### src/rtl/rcb_io_pkg.sv
// Shared types and constants for the NC/NO contact conditioning logic.
package rcb_io_pkg;

    typedef enum logic [1:0] {
        ST_INIT     = 2'd0,
        ST_RELEASED = 2'd1,
        ST_PRESSED  = 2'd2,
        ST_FAULT    = 2'd3
    } pair_state_e;

    localparam logic [1:0] CODE_REL = 2'b10;
    localparam logic [1:0] CODE_PRS = 2'b01;

    localparam int DEF_TICK_DIV    = 100;
    localparam int DEF_DEB_TICKS   = 5000;
    localparam int DEF_FAULT_TICKS = 20000;

    // Both contacts open or both closed means a broken or shorted switch.
    function automatic logic is_bad_code(input logic [1:0] code);
        return (code != CODE_REL) && (code != CODE_PRS);
    endfunction

endpackage

### src/rtl/nc_no_pair_ch.sv
// One NC/NO contact pair: synchroniser, stability counter, debounce/fault FSM
// and registered status outputs.
module nc_no_pair_ch
    import rcb_io_pkg::*;
#(
    parameter int DEB_TICKS   = DEF_DEB_TICKS,
    parameter int FAULT_TICKS = DEF_FAULT_TICKS
) (
    input  logic clk_100m,
    input  logic rst_n,
    input  logic tick,
    input  logic raw_nc,
    input  logic raw_no,
    input  logic fault_clr,
    output logic pressed,
    output logic valid,
    output logic fault,
    output logic chg_req
);

    localparam int CW = $clog2(FAULT_TICKS + 1);

    logic [1:0]    sync_p0;
    logic [1:0]    sync_p1;
    logic [1:0]    code_q;
    logic [CW-1:0] stab_cnt;
    pair_state_e   state;
    pair_state_e   state_nxt;
    logic          stable_rel;
    logic          stable_prs;
    logic          stable_bad;
    logic          pressed_nxt;
    logic          fault_nxt;

    // Stage boundary: raw contacts -> two-flop synchroniser -> previous code
    always_ff @(posedge clk_100m or negedge rst_n) begin
        if (!rst_n) begin
            sync_p0  <= 2'b00;
            sync_p1  <= 2'b00;
            code_q   <= 2'b00;
            stab_cnt <= '0;
        end else begin
            sync_p0 <= {raw_nc, raw_no};
            sync_p1 <= sync_p0;
            code_q  <= sync_p1;
            if (sync_p1 != code_q)
                stab_cnt <= '0;
            else if (tick && (stab_cnt != CW'(FAULT_TICKS)))
                stab_cnt <= stab_cnt + CW'(1);
        end
    end

    // stab_cnt always describes how long code_q has been held.
    assign stable_rel = (code_q == CODE_REL) && (stab_cnt >= CW'(DEB_TICKS));
    assign stable_prs = (code_q == CODE_PRS) && (stab_cnt >= CW'(DEB_TICKS));
    assign stable_bad = is_bad_code(code_q) && (stab_cnt >= CW'(FAULT_TICKS));

    always_comb begin
        state_nxt = state;
        case (state)
            ST_INIT: begin
                if (stable_rel)      state_nxt = ST_RELEASED;
                else if (stable_prs) state_nxt = ST_PRESSED;
                else if (stable_bad) state_nxt = ST_FAULT;
            end
            ST_RELEASED: begin
                if (stable_prs)      state_nxt = ST_PRESSED;
                else if (stable_bad) state_nxt = ST_FAULT;
            end
            ST_PRESSED: begin
                if (stable_rel)      state_nxt = ST_RELEASED;
                else if (stable_bad) state_nxt = ST_FAULT;
            end
            ST_FAULT: begin
                // A fault that is still being asserted beats a clear request.
                if (!stable_bad && fault_clr) state_nxt = ST_INIT;
            end
            default: state_nxt = ST_INIT;
        endcase
    end

    always_ff @(posedge clk_100m or negedge rst_n) begin
        if (!rst_n) state <= ST_INIT;
        else        state <= state_nxt;
    end

    // Stage boundary: FSM state -> registered status outputs
    assign pressed_nxt = (state == ST_PRESSED);
    assign fault_nxt   = (state == ST_FAULT);

    // Outputs showing neither valid nor fault mean INIT; leaving it is silent.
    assign chg_req = (valid || fault) &&
                     ((pressed_nxt != pressed) || (fault_nxt != fault));

    always_ff @(posedge clk_100m or negedge rst_n) begin
        if (!rst_n) begin
            pressed <= 1'b0;
            valid   <= 1'b0;
            fault   <= 1'b0;
        end else begin
            pressed <= pressed_nxt;
            valid   <= (state == ST_RELEASED) || (state == ST_PRESSED);
            fault   <= fault_nxt;
        end
    end

endmodule

### src/rtl/nc_no_pair_filter.sv
// Conditions N_PAIRS dual-contact switches: shared debounce tick, one channel
// per pair and a single registered change strobe.
module nc_no_pair_filter
    import rcb_io_pkg::*;
#(
    parameter int N_PAIRS     = 8,
    parameter int TICK_DIV    = DEF_TICK_DIV,
    parameter int DEB_TICKS   = DEF_DEB_TICKS,
    parameter int FAULT_TICKS = DEF_FAULT_TICKS
) (
    input  logic               clk_100m,
    input  logic               rst_n,
    input  logic [N_PAIRS-1:0] raw_nc,
    input  logic [N_PAIRS-1:0] raw_no,
    input  logic [N_PAIRS-1:0] fault_clr,
    output logic [N_PAIRS-1:0] pressed,
    output logic [N_PAIRS-1:0] valid,
    output logic [N_PAIRS-1:0] fault,
    output logic               change
);

    localparam int TW = (TICK_DIV > 1) ? $clog2(TICK_DIV) : 1;

    logic [TW-1:0]      tick_cnt;
    logic               tick;
    logic [N_PAIRS-1:0] chg_req;

    assign tick = (tick_cnt == TW'(TICK_DIV - 1));

    always_ff @(posedge clk_100m or negedge rst_n) begin
        if (!rst_n)    tick_cnt <= '0;
        else if (tick) tick_cnt <= '0;
        else           tick_cnt <= tick_cnt + TW'(1);
    end

    for (genvar g = 0; g < N_PAIRS; g++) begin : g_pair
        nc_no_pair_ch #(
            .DEB_TICKS   (DEB_TICKS),
            .FAULT_TICKS (FAULT_TICKS)
        ) u_ch (
            .clk_100m  (clk_100m),
            .rst_n     (rst_n),
            .tick      (tick),
            .raw_nc    (raw_nc[g]),
            .raw_no    (raw_no[g]),
            .fault_clr (fault_clr[g]),
            .pressed   (pressed[g]),
            .valid     (valid[g]),
            .fault     (fault[g]),
            .chg_req   (chg_req[g])
        );
    end

    // Stage boundary: per-pair change requests -> one registered strobe
    always_ff @(posedge clk_100m or negedge rst_n) begin
        if (!rst_n) change <= 1'b0;
        else        change <= |chg_req;
    end

endmodule

### config.mk
export PLATFORM = sky130hd
export DESIGN_NAME = nc_no_pair_filter
export DESIGN_NICKNAME = d
export VERILOG_FILES = /design/src/rtl/rcb_io_pkg.sv /design/src/rtl/nc_no_pair_ch.sv /design/src/rtl/nc_no_pair_filter.sv
export SDC_FILE = /design/constraint.sdc
export NUM_CORES = 1
export LEC_CHECK = 0
export BUFFER_PORTS_ARGS = -buffer_cell sky130_fd_sc_hd__buf_4
export CORE_ASPECT_RATIO = 1.2
export CORE_MARGIN = 4
export CORE_UTILIZATION = 60
export DETAILED_ROUTE_END_ITERATION = 12
export PLACE_DENSITY = 0.78
export SYNTH_ARGS = -nofsm -noshare
export SYNTH_HDL_FRONTEND = slang
export SYNTH_SLANG_ARGS = --single-unit
### constraint.sdc
create_clock -name clk_100m -period 5.1 [get_ports clk_100m]
set_input_delay 1.275 -clock clk_100m [delete_from_list [all_inputs] [get_ports clk_100m]]
set_output_delay 1.275 -clock clk_100m [all_outputs]
set_load 0.02 [all_outputs]
* Word level (Yosys, flattened, before mapping)
Index checks and enable logic that the tools add are counted.
Storage, ports and cells: register bits 216, output and inout bits 25
Operators by class: reduce and logical (&&, ||, !) cells 105, muxes and demuxes 65, add/sub/neg operators 9, equal/unequal tests 97, order comparisons 16
Operators with widths (number):
- two-way mux 15 bit | 16
- adder 15 x 1 -> 15 bit (second input constant) | 8
- greater-or-equal comparator 15 x 13 -> 1 bit (second input constant) | 8
- greater-or-equal comparator 15 bit (second input constant) | 8
- inequality test 15 bit (second input constant) | 8
- two-way mux 2 bit | 40
- case mux 2 bit (4 select lines) | 8
- logical AND 1 bit | 56
- == test 2 bit (second input constant) | 24
- == test 2 x 1 -> 1 bit (second input constant) | 16
- inequality test 2 bit (second input constant) | 16
- logical OR 1 bit | 24
- zero test 2 bit | 8
- inequality test 1 bit | 16
- inequality test 2 x 1 -> 1 bit (second input constant) | 8
- inequality test 2 bit | 8
- nonzero test 2 bit | 8
- zero test 1 bit | 8
- OR reduction 8 bit | 1
- adder 7 x 1 -> 7 bit (second input constant) | 1
- == test 7 bit (second input constant) | 1
- two-way mux 7 bit | 1

* Longest topological paths before layout
word-level depth 7, mapped depth 8, gate-level depth less buffers 7

* Hierarchy
A second synthesis with hierarchy kept.
Second synthesis, totals: cells, all modules 1119, area total of the unflattened synthesis 11463.5 sq um
Modules (own cells, without submodules):
- nc_no_pair_ch at g_pair[0].u_ch ... | area each 1392.6 sq um, cells an instance 136, times used 7
- nc_no_pair_ch at g_pair[6].u_ch | area each 1338.8 sq um, cells an instance 135, times used 1
- nc_no_pair_filter | area each 376.6 sq um, cells an instance 32, times used 1

* Worst setup path before layout
No wires, ideal clock.
path kind input to register, from in fault_clr[6], to reg g_pair[6].u_ch.state[1], slack 2.972 ns, required time 4.974 ns, cell stages on the path 3, data arrival time 2.002 ns, cells stage by stage inv_1 o311a_1 o32a_1
Between the ends: longest elaborated chain between the ends 2
Ends and longest elaborated chain:
- start: declaration | RTL line nc_no_pair_filter.sv:15 | input logic [N_PAIRS-1:0] fault_clr,
- logical AND 1 bit | RTL line nc_no_pair_ch.sv:76 | if (!stable_bad && fault_clr) state_nxt = ST_INIT;
- inequality test 2 bit (no line)
- end signal: assignment | RTL line nc_no_pair_ch.sv:84 | else state <= state_nxt;
- end: declaration | RTL line nc_no_pair_ch.sv:27 | pair_state_e state;
Every way passes these cells. A chain may end at the register's enable or synchronous reset.

* Final worst setup path
from reg tick_cnt[0], to reg g_pair[7].u_ch.stab_cnt[14]
Between the ends: longest elaborated chain between the ends 3
Ends and longest elaborated chain:
- start: declaration | RTL line nc_no_pair_filter.sv:24 | logic [TW-1:0] tick_cnt;
- start signal: assignment | RTL line nc_no_pair_filter.sv:33 | else tick_cnt <= tick_cnt + TW'(1);
- == test 7 bit | RTL line nc_no_pair_filter.sv:28 | assign tick = (tick_cnt == TW'(TICK_DIV - 1));
- logical AND 1 bit | RTL line nc_no_pair_ch.sv:48 | else if (tick && (stab_cnt != CW'(FAULT_TICKS)))
- nonzero test 2 bit (no line)
- end signal: assignment | RTL line nc_no_pair_ch.sv:49 | stab_cnt <= stab_cnt + CW'(1);
- end: declaration | RTL line nc_no_pair_ch.sv:26 | logic [CW-1:0] stab_cnt;
Every way passes these cells.

==> results.toml <==
[layout]
fin_nets = 1301
multi_input_area_mm2 = 0.00563
final_common_cell = "dfrtp_1"
finalNonFillerCells = 1482
area_growth_pct = 10.5
final_cell_mix = "dfrtp_1, nor2_1, xnor2_1, nand2_1, inv_1"
utilization_pct = 67.9
antenna_cells = 0
fill_cells = 1462
seq_area_mm2 = 0.00541
drive_above_1_share_pct = 8.97

[logic_synthesis]
yosysTopAreaCellShare_pct = 46.5
synthTopCellsByArea = "dfrtp_1, ha_1, xnor2_1"
ys_seq_area_share_pct = 46.5
synth_warnings = 0
syn_avg_cell_area_um2 = 9.82
ys.flop_type = "dfrtp_1"
syn-num-nets = 1275
yosysTopAreaCell = "dfrtp_1"
synth-edff-count = 0
ys_types = 69
synthCells = 1184
syn_area_mm2 = 0.0116
ys_ff_latch = 216
async_reset_ff_share_pct = 100

[timing]
hold_viol_final = 0
setup_viol = 0
report.final.slew_viol_count = 0
clock.fmax_mhz = 380
fin_crit_sh_pct = 51.5
worst_pin_slew_ns = 1.12
slew_headroom_pct = 24.6
rsz0062_at_grt = "false"
hold_ws_ns = 0.347
skew_ns = 0.00802
finalWorstSetupSlack_ns = 2.47
post-route-min-period_ns = 2.63
setup_tns_ns = 0

[power]
p_leak_uw = 0.00548
ir_worst_vdd_v = 0.000290
p_per_area_mw_per_mm2 = 279

[grt]
grt_pass1_wl_mm = 38.5
gr-usage-all-layers_pct = 20.7
grt_pass1_vias = 8527
antenna_found_initial = 0
grt_max_degree = 134
overflow = 0

[floorplan]
fp.dieArea_mm2 = 0.0217
die_h_um = 160
row_count = 55
core_mm2 = 0.0189
io_pins = 51
start_util_pct = 61.4
die_x_um = 135

[clock_network]
clockBufferDepth = 3
hold_buffers = 0
cts_resized = 0
cts_setup_buffers = 0
cts_tree = "yes"
clockRootBuffer = "clkbuf_16"
cts_made_buffers = 23
cts_sinks = 216
clkLatencyLatePin_ns = 0.50
path_clk_slew_ns = 0.06
h-tree-depth = 1

[place]
dpl.hpwl_mm = 15.3
dp_cells = 1441
gp_congestion = 0.871
port_buffers = 50
place_ws_ns = 2.52

[drt]
wl_per_cell_um = 14.9
vias_per_cell = 5.82
drt_iter0_markers = 534
route.detailed.drc = 0
final_antenna_net_count = 0
wl_mm = 22.1
drtPass1Iterations = 5
routed-via-count = 8618

[hold_path]
hp-class = "flip-flop to flip-flop"

[critical_path]
critPathArrivalTime_ns = 3.04
critPathKind = "flip-flop to flip-flop"
crit_required_ns = 5.51
cp-end-kind = "flip-flop"
path_max_fanout = 30
worstSetupStartpointType = "flip-flop"

[flow_run]
drv_cap = 0

[outcome]
outcome = "complete, no violations"
Yosys cell counts (3+ instances only):
cell	n
xor2_1	52
o31a_1	6
o21ai_0	33
nor4_1	43
o32a_1	6
or4_1	13
a21oi_1	38
nand4_1	51
and3_1	17
clkbuf_1	17
nand4b_1	4
ha_1	65
or3_1	15
buf_2	8
nor2_1	140
xnor2_1	76
and4_1	7
nand2_1	71
o311ai_1	3
nor4_2	5
nand3b_1	7
nor3_1	22
inv_1	70
o22ai_1	9
o211ai_1	24
nand2b_1	7
o311ai_0	4
o22a_1	3
and2_1	13
dfrtp_1	216
nor4b_1	6
or2_2	6
a21boi_0	4
o211a_1	3
a2bb2oi_1	3
nand3_1	40
buf_4	24
nor2b_1	11
o21a_1	3
a211oi_1	4
registers in the layout, indices dropped and copies added (netlist names):
register              count
g_pair.u_ch.sync_p0      16
g_pair.u_ch.pressed       8
g_pair.u_ch.sync_p1      16
g_pair.u_ch.state        16
tick_cnt                  7
g_pair.u_ch.fault         8
g_pair.u_ch.valid         8
change                    1
g_pair.u_ch.code_q       16
g_pair.u_ch.stab_cnt    120
metrics by stage:
stage                     area, um^2  power (uW)
final                          12900        3590
after global routing           12900        3730
after CTS                      12900        3640
after detailed placement       12100        1900
after global placement         12100        1900
after floorplan                11600        1830
final timing paths:
kind,depth (start not counted),endpoint,from,slack [ns]
max in group asynchronous,2,g_pair[7].u_ch.fault,rst_n,3.26
min in group asynchronous,1,g_pair[7].u_ch.code_q[1],rst_n,0.90
worst min-delay path,0,g_pair[1].u_ch.sync_p1[0],g_pair[1].u_ch.sync_p0[0],0.35
worst max-delay path,7,g_pair[7].u_ch.stab_cnt[14],tick_cnt[0],2.47
worst max register to register,7,g_pair[7].u_ch.stab_cnt[14],tick_cnt[0],2.47
worst min register to register,0,g_pair[1].u_ch.sync_p1[0],g_pair[1].u_ch.sync_p0[0],0.35
worst max-delay path: stages (launching register included):
cell	delay, ns
dfrtp_1	0.38
ha_1	0.27
and4bb_1	0.28
nand2_1	0.26
buf_4	0.34
or4_1	0.55
or3_1	0.32
a21oi_1	0.14
cell type report:
type                            count  share of cell area (%)
Multi-Input combinational cell    844                    43.8
Sequential cell                   216                    42.1
Clock buffer                       32                    5.21
Timing Repair Buffer               55                    3.37
Tap cell                          256                    2.49
Inverter                           70                    2.04
Clock inverter                      9                    1.02
kinds of logic (layout without fill, tap and decap cells):
family | Yosys count | in the layout | share of synthesized area [%]
AOI/OAI and AO/OA | 158 | 158 | 9.17
adders and majority gates | 65 | 65 | 6.99
xor gates and xnor gates | 128 | 128 | 9.64
buffers and inverters | 124 | 166 | 5.14
DFF | 216 | 216 | 46.5
muxes | 1 | 1 | 0.0861
and+or+nand+nor | 492 | 492 | 22.5
power by group:
part / leakage (uW) / total, uW / internal, uW / switching [uW]
Clock: 0.000385 / 1720 / 1070 / 657
Combinational: 0.00221 / 118 / 35.4 / 82.1
Sequential: 0.00288 / 1750 / 1730 / 12.1
per-layer routing:
| layer | track usage (%) | wire, um | up-vias |
|---|---|---|---|
| met5 | 0 | 0 | - |
| met4 | 6.42 | 546 | 0 |
| met3 | 2.66 | 798 | 34 |
| met2 | 36.6 | 11300 | 159 |
| met1 | 26.3 | 9490 | 4197 |
| li1 | - | - | 4228 |
No activity file was read; power rests on OpenSTA's default activity.
